[src/rtl/demux5_stage_pkg.sv]
// rtl/demux5_stage_pkg.sv - shared port count, select encoding and sink index names for the 5-way demux
package demux5_stage_pkg;

    localparam int DMX_PORTS = 5;
    localparam int DMX_SEL_W = 3;

    // Same encoding as the 5-way result select mux on the gather side.
    typedef enum logic [DMX_SEL_W-1:0] {
        DMX_P0 = 3'd0,
        DMX_P1 = 3'd1,
        DMX_P2 = 3'd2,
        DMX_P3 = 3'd3,
        DMX_P4 = 3'd4
    } dmx_port_e;

    function automatic logic is_legal_sel(input logic [DMX_SEL_W-1:0] sel);
        return sel <= DMX_SEL_W'(DMX_PORTS - 1);
    endfunction

endpackage

[src/rtl/sat_counter.sv]
// rtl/sat_counter.sv - saturating up-counter with clear; clear and increment together yield one
module sat_counter #(
    parameter int W = 8
) (
    input  logic         clk,
    input  logic         reset,
    input  logic         inc,
    input  logic         clr,
    output logic [W-1:0] q
);

    always_ff @(posedge clk) begin
        if (reset) begin
            q <= '0;
        end else if (clr) begin
            q <= inc ? W'(1) : '0;
        end else if (inc && (q != '1)) begin
            q <= q + W'(1);
        end
    end

endmodule

[src/rtl/demux5_stage.sv]
// rtl/demux5_stage.sv - registered 1-to-5 demux with valid/ready, one holding entry and illegal-select drop counting
module demux5_stage
    import demux5_stage_pkg::*;
#(
    parameter int WIDTH = 8,
    parameter int CNT_W = 8
) (
    input  logic                 clk,
    input  logic                 reset,
    input  logic                 in_valid,
    output logic                 in_ready,
    input  logic [WIDTH-1:0]     in_data,
    input  logic [DMX_SEL_W-1:0] in_sel,
    output logic [DMX_PORTS-1:0] out_valid,
    input  logic [DMX_PORTS-1:0] out_ready,
    output logic [WIDTH-1:0]     y0,
    output logic [WIDTH-1:0]     y1,
    output logic [WIDTH-1:0]     y2,
    output logic [WIDTH-1:0]     y3,
    output logic [WIDTH-1:0]     y4,
    output logic                 err,
    output logic [CNT_W-1:0]     drop_cnt,
    input  logic                 err_clr
);

    logic                 full_q;
    logic [WIDTH-1:0]     data_q;
    logic [DMX_SEL_W-1:0] sel_q;
    logic                 sel_ready;
    logic                 drain;
    logic                 accept;
    logic                 legal;

    // Only the selected sink's ready matters; the others are ignored.
    always_comb begin
        sel_ready = 1'b0;
        out_valid = '0;
        for (int i = 0; i < DMX_PORTS; i++) begin
            if (sel_q == DMX_SEL_W'(i)) begin
                sel_ready    = out_ready[i];
                out_valid[i] = full_q;
            end
        end
    end

    assign in_ready = !full_q || sel_ready;
    assign drain    = full_q && sel_ready;
    assign accept   = in_valid && in_ready;
    assign legal    = is_legal_sel(in_sel);

    assign y0 = out_valid[0] ? data_q : '0;
    assign y1 = out_valid[1] ? data_q : '0;
    assign y2 = out_valid[2] ? data_q : '0;
    assign y3 = out_valid[3] ? data_q : '0;
    assign y4 = out_valid[4] ? data_q : '0;

    // An illegal word is swallowed: it never touches data_q/sel_q, it only lets a drain empty the stage.
    always_ff @(posedge clk) begin
        if (reset) begin
            full_q <= 1'b0;
            data_q <= '0;
            sel_q  <= '0;
            err    <= 1'b0;
        end else begin
            if (accept && legal) begin
                full_q <= 1'b1;
                data_q <= in_data;
                sel_q  <= in_sel;
            end else if (drain) begin
                full_q <= 1'b0;
            end

            if (accept && !legal) begin
                err <= 1'b1;
            end else if (err_clr) begin
                err <= 1'b0;
            end
        end
    end

    sat_counter #(
        .W(CNT_W)
    ) u_drop_cnt (
        .clk  (clk),
        .reset(reset),
        .inc  (accept && !legal),
        .clr  (err_clr),
        .q    (drop_cnt)
    );

endmodule

[config.mk]
export PLATFORM = sky130hd
export DESIGN_NAME = demux5_stage
export DESIGN_NICKNAME = d
export VERILOG_FILES = /design/src/rtl/demux5_stage_pkg.sv /design/src/rtl/sat_counter.sv /design/src/rtl/demux5_stage.sv
export SDC_FILE = /design/constraint.sdc
export NUM_CORES = 1
export LEC_CHECK = 0
export ABC_AREA = 1
export BUFFER_PORTS_ARGS = -buffer_cell sky130_fd_sc_hd__buf_2
export CELL_PAD_IN_SITES_DETAIL_PLACEMENT = 0
export CELL_PAD_IN_SITES_GLOBAL_PLACEMENT = 1
export CORE_UTILIZATION = 30
export DETAILED_ROUTE_END_ITERATION = 16
export PLACE_DENSITY = 0.94
export SKIP_LAST_GASP = 1
export SLEW_MARGIN = 20
export SYNTH_ARGS = -nofsm -noshare
export SYNTH_HDL_FRONTEND = slang
export SYNTH_SLANG_ARGS = --single-unit
[constraint.sdc]
create_clock -name clk -period 2.2 [get_ports clk]
set_input_delay 0.44 -clock clk [delete_from_list [all_inputs] [get_ports clk]]
set_output_delay 0.44 -clock clk [all_outputs]
set_load 0.005 [all_outputs]
# Word-level counts from Yosys, hierarchy flattened
# Index checks and enable logic that the tools add are counted.
dict set report op_classes {
  add_sub_neg 1
  multipliers 0
  n_div 0
  order_cmp 1
  eq_ne 5
  shift 0
  mux 22
  n_bitwise 0
  reduce_logical 12
}
# cell count
set ops {}
lappend ops {{two-way mux 8 bit} 7}
lappend ops {{two-way mux 1 bit} 15}
lappend ops {{adder 8 x 1 -> 8 bit, second input constant} 1}
lappend ops {{!= test 8 bit, second input constant} 1}
lappend ops {{equality test 3 x 2 -> 1 bit, second input constant} 2}
lappend ops {{nonzero test 2 bit} 3}
lappend ops {{logical AND 1 bit} 5}
lappend ops {{equality test 3 x 1 -> 1 bit, second input constant} 1}
lappend ops {{equality test 3 bit, second input constant} 1}
lappend ops {{less-or-equal comparator 3 bit, second input constant} 1}
lappend ops {{zero test 3 bit} 1}
lappend ops {{zero test 1 bit} 2}
lappend ops {{logical OR 1 bit} 1}
dict set report totals {
  ff_bits 21
  latch_bits 0
  ramBits 0
  mem_bits_ro 0
  inputBits 20
  out_inout_bits 55
  memories 0
}

# Longest topological paths before layout
dict set report depth {
  depth_word 12
  ltp_mapped 11
  ltp_nobuf 11
}

# By module
# Synthesis repeated with hierarchy kept, for this count alone.
dict set report hier_totals {
  cells_unflattened 224
  hier_area_um2 1326.3
}
# module instances cells_per_inst area_each_um2 seq_area_each_um2
set by_module_without_submodules {}
lappend by_module_without_submodules {demux5_stage 1 149 834.6 260.2}
lappend by_module_without_submodules {sat_counter 1 75 491.7 160.2}

# Least setup slack after synthesis
# No wires, ideal clock.
dict set report synth_path {
  path_kind {register to output}
  startpoint {reg full_q}
  endpoint {out y4[0]}
  t_arrival_ns 1.042
  t_required_ns 1.760
  slack_ns 0.718
  path_stages_with_launch 7
  n_path_buf 0
  path_cell_list {dfxtp_1 -> inv_1 -> nor2_1 -> inv_1 -> nor3_1 -> inv_1 -> nor2_1}
}
dict set report synth_via {
  elab_chain_cells 2
}
# element line_no
set synth_rtl {}
lappend synth_rtl {{start, declared} demux5_stage.sv:26} ;# logic full_q;
lappend synth_rtl {{start signal, assigned} demux5_stage.sv:60} ;# full_q <= 1'b0;
lappend synth_rtl {{start signal, assigned} demux5_stage.sv:66} ;# full_q <= 1'b1;
lappend synth_rtl {{start signal, assigned} demux5_stage.sv:70} ;# full_q <= 1'b0;
lappend synth_rtl {{two-way mux 1 bit} demux5_stage.sv:39} ;# if (sel_q == DMX_SEL_W'(i)) begin
lappend synth_rtl {{net out_valid[4]} demux5_stage.sv:14} ;# output logic [DMX_PORTS-1:0] out_valid,
lappend synth_rtl {{two-way mux 8 bit} demux5_stage.sv:55} ;# assign y4 = out_valid[4] ? data_q : '0;
lappend synth_rtl {{end, declared} demux5_stage.sv:20} ;# output logic [WIDTH-1:0] y4,
# The timed path passes the listed nets, and every way through them passes these cells.

# Worst setup path in the final report
dict set report layout_path {
  startpoint {reg sel_q[0]}
  endpoint {out y3[4]}
}
dict set report layout_via {
  elab_chain_cells 3
}
# element line_no
set layout_rtl {}
lappend layout_rtl {{start, declared} demux5_stage.sv:28} ;# logic [DMX_SEL_W-1:0] sel_q;
lappend layout_rtl {{start signal, assigned} demux5_stage.sv:68} ;# sel_q <= in_sel;
lappend layout_rtl {{equality test 3 x 2 -> 1 bit} demux5_stage.sv:39}
lappend layout_rtl {{two-way mux 1 bit} demux5_stage.sv:39}
lappend layout_rtl {{two-way mux 8 bit} demux5_stage.sv:54} ;# assign y3 = out_valid[3] ? data_q : '0;
lappend layout_rtl {{end, declared} demux5_stage.sv:19} ;# output logic [WIDTH-1:0] y3,
# No other way between the ends.

==> flow_summary.toml <==
[setup_path]
r2r_slack_ns = 0.44
worstPathCellList = "inv_2, nor2_2, inv_2, nor2_2, nand2_1, nor2_1, buf_2"
reg2reg_to = "data_q[7]$_SDFFE_PP0P_"
r2r_start = "sel_q[0]$_SDFFE_PP0P_"
cp.depth = 7
crit_type = "reg2out"
cp_slowest_cell = "dfxtp_1"
worstPathMaxFanout = 9
cp-startpoint = "sel_q[0]$_SDFFE_PP0P_"
cp_top_family = "simple AND/OR/NAND/NOR gates"
required_ns = 1.76
cpPeakStageDelay_ns = 0.39
cp.arrival_ns = 1.47
startpoint_type = "flop"
crit_path_end_kind = "output port"
worstPathBufferInverterCount = 3
endpoint = "y3[4]"
reg2regPathDepth = 9

[power_and_ir_drop]
power_frac_comb_pct = 19.8
switchingPower_mw = 0.244
max-vdd-ir-drop_uv = 267
powerDensity_nw_per_um2 = 484
p_sw_share_pct = 29.5
seqPwrFrac_pct = 50.0
power_mw = 0.828
pwr-share-clk_pct = 30.2
p_leak_nw = 0.894
p_int_mw = 0.584

[die]
chipHeight_um = 66.6
ios = 75
initial_utilization_pct = 31.3
dieArea_um2 = 4440
die_w_um = 66.6
coreArea_um2 = 4000
fp-row-count = 23

[cts]
h-tree-depth = 1
path_clk_slew_ns = 0.08
holdBufCountCts = 0
cts_made_buffers = 3
cts_resized = 0
cts_tree = "done"
clock_latency_ns = 0.26
cts.sink_count = 21
clockBufferDepth = 2
postCtsSetupBuffers = 0
clockRootBuffer = "clkbuf_8"

[final_layout]
syn2layout_area_growth_pct = 36.3
n_antenna_cell = 0
num-fill-cells = 452
nets = 294
post-route-util_pct = 42.7
drive_gt1_share_pct = 34.2

[routing]
wl_per_cell_um = 10.3
via_count = 1449
via_per_inst = 4.50
routed_wl_um = 3330
firstDrtPassIters = 4
postRouteAntennaNets = 0
drtIter0Drc = 65
route.detailed.drc = 0

[yosys]
yosysWarnings = 0
synth_flop_cell = "dfxtp_1"
yosys.cell_count.top_type = "nor2_1"
synth_common_cells = "59 x nor2_1, 29 x inv_1, 22 x nand2_1"
ys_seq_area_share_pct = 33.5
synth_area_leaders = "dfxtp_1 34%, nor2_1 18%, inv_1 8.7%"
synth_edf_count = 0
netlist.area_leader.share_pct = 33.5
syn_nets = 219
syn_inst = 198
synth-compound-area-share_pct = 13.2
ys_ff_latch = 21
synth_mux_area_share_pct = 0
synth_top_family_by_area = "simple AND/OR/NAND/NOR gates"
synth_xor_area_share_pct = 2.10
syn_avg_cell_area_um2 = 6.33
ys_types = 23
synth_area_leader_cell = "dfxtp_1"
synth-adder-area-share_pct = 0.998
syn_area_um2 = 1250
synth-simple-area-share_pct = 39.0
async_reset_ff_share_pct = 0

[grt]
track_usage_pct = 15.5
grt-ovfl-total = 0
grt_pass1_vias = 1246
antenna_found_initial = 0
grt_first_pass_wirelength_um = 5410
grt_max_degree = 24

[min_path]
min_path_type = "in2reg"

[timing]
maxSlewHeadroom_pct = 73.2
hold_violations = 0
fin_worst_skew_ns = 0.00137
tightestPinTransition_ns = 0.401
rsz0062_at_grt = "no"
period_minus_slack_ns = 1.91
finalCritPeriodShare_pct = 86.7
tns_ns = 0
setup_viol = 0
drv_slew = 0
fmax_mhz = 525

[place]
port_buffers = 74
place_congestion = 0.742
hpwl_um = 2640

[flow_run]
cap_viol_max_count = 0

[outcome]
status = "finished clean"
-- state kept, by name, indices dropped and copies added, names as in the netlist --
name          cells
data_q            8
full_q            1
sel_q             3
u_drop_cnt.q      8
err               1
-- stage by stage --
step | worst slack, ns | cells | instance area [µm²] | hold WS [ns]
finish | 0.294 | 322 | 1710 | 0.445
global placement | 0.496 | 318 | 1660 | 0.442
floorplan | 0.718 | 198 | 1250 | 0.452
global route | 0.0793 | 322 | 1710 | 0.435
detailed placement | 0.434 | 318 | 1660 | 0.447
CTS | 0.262 | 322 | 1710 | 0.443
-- area by class of cell --
type                    count  area (µm²)  share of cell area, %
multi-input cells         142         693                   40.6
flip-flops and latches     21         420                   24.6
repair buffers             74         370                   21.7
inverters                  31         116                   6.81
well taps                  50        62.6                   3.66
clock buffers               3        41.3                   2.42
clock inverters             1        5.00                  0.293
-- cell families (layout without fill, tap and decap cells) --
family,count (synthesis),count (layout)
AND/OR/NAND/NOR,108,108
buffers and inverters,35,109
AO/OA/AOI/OAI,30,30
flip-flops,21,21
XOR/XNOR,3,3
adder cells (fa/ha/maj),1,1
-- placed cells by master (no fill, tap or decap), types with 4 or more instances in the layout --
cell	instances
nor2_1	59
buf_2	74
dfxtp_1	21
nand3_1	11
nor2_2	4
o21ai_1	7
a21oi_1	16
inv_1	29
nand2_1	22
o21ai_0	5
-- how the worst min path moves through the flow --
stage	endpoint	startpoint	cells past startpoint	slack, ns
after floorplan	err$_SDFFE_PP0P_	err$_SDFFE_PP0P_	2	0.45
after CTS	data_q[1]$_SDFFE_PP0P_	in_data[1]	3	0.44
after global placement	err$_SDFFE_PP0P_	err$_SDFFE_PP0P_	2	0.44
after global routing	data_q[1]$_SDFFE_PP0P_	in_data[1]	3	0.44
after detailed placement	err$_SDFFE_PP0P_	err$_SDFFE_PP0P_	2	0.45
final	data_q[1]$_SDFFE_PP0P_	in_data[1]	3	0.45
-- layer usage --
metal  routed length (µm)  vias up  global-route usage [%]  share of wire [%]
met5                    0        -                       0                  0
met4                   51        0                    4.79                1.5
met3                  227        7                    2.74                6.8
met2                 1580       54                    27.0                 47
met1                 1470      620                    19.1                 44
li1                     -      768                       -                  -
-- power groups by stage --
stage          logic (mW)  registers, mW  clock network (mW)
2_1_floorplan       0.113          0.421                   0
3_3_place_gp        0.163          0.423                   0
3_5_place_dp        0.166          0.423                   0
4_1_cts             0.166          0.414               0.257
5_1_grt             0.186          0.417               0.282
6_report            0.164          0.414               0.250
-- worst register-to-register path, stage by stage, from the launching register on --
cell     delay (ns)
dfxtp_1        0.39
inv_2          0.06
nor2_2         0.11
inv_2          0.05
nor2_2         0.11
nand2_2        0.08
nand3_4        0.13
nand3_2        0.34
o21ai_0        0.29
a21oi_1        0.06
Note: power is estimated with default switching activity, not from simulation.
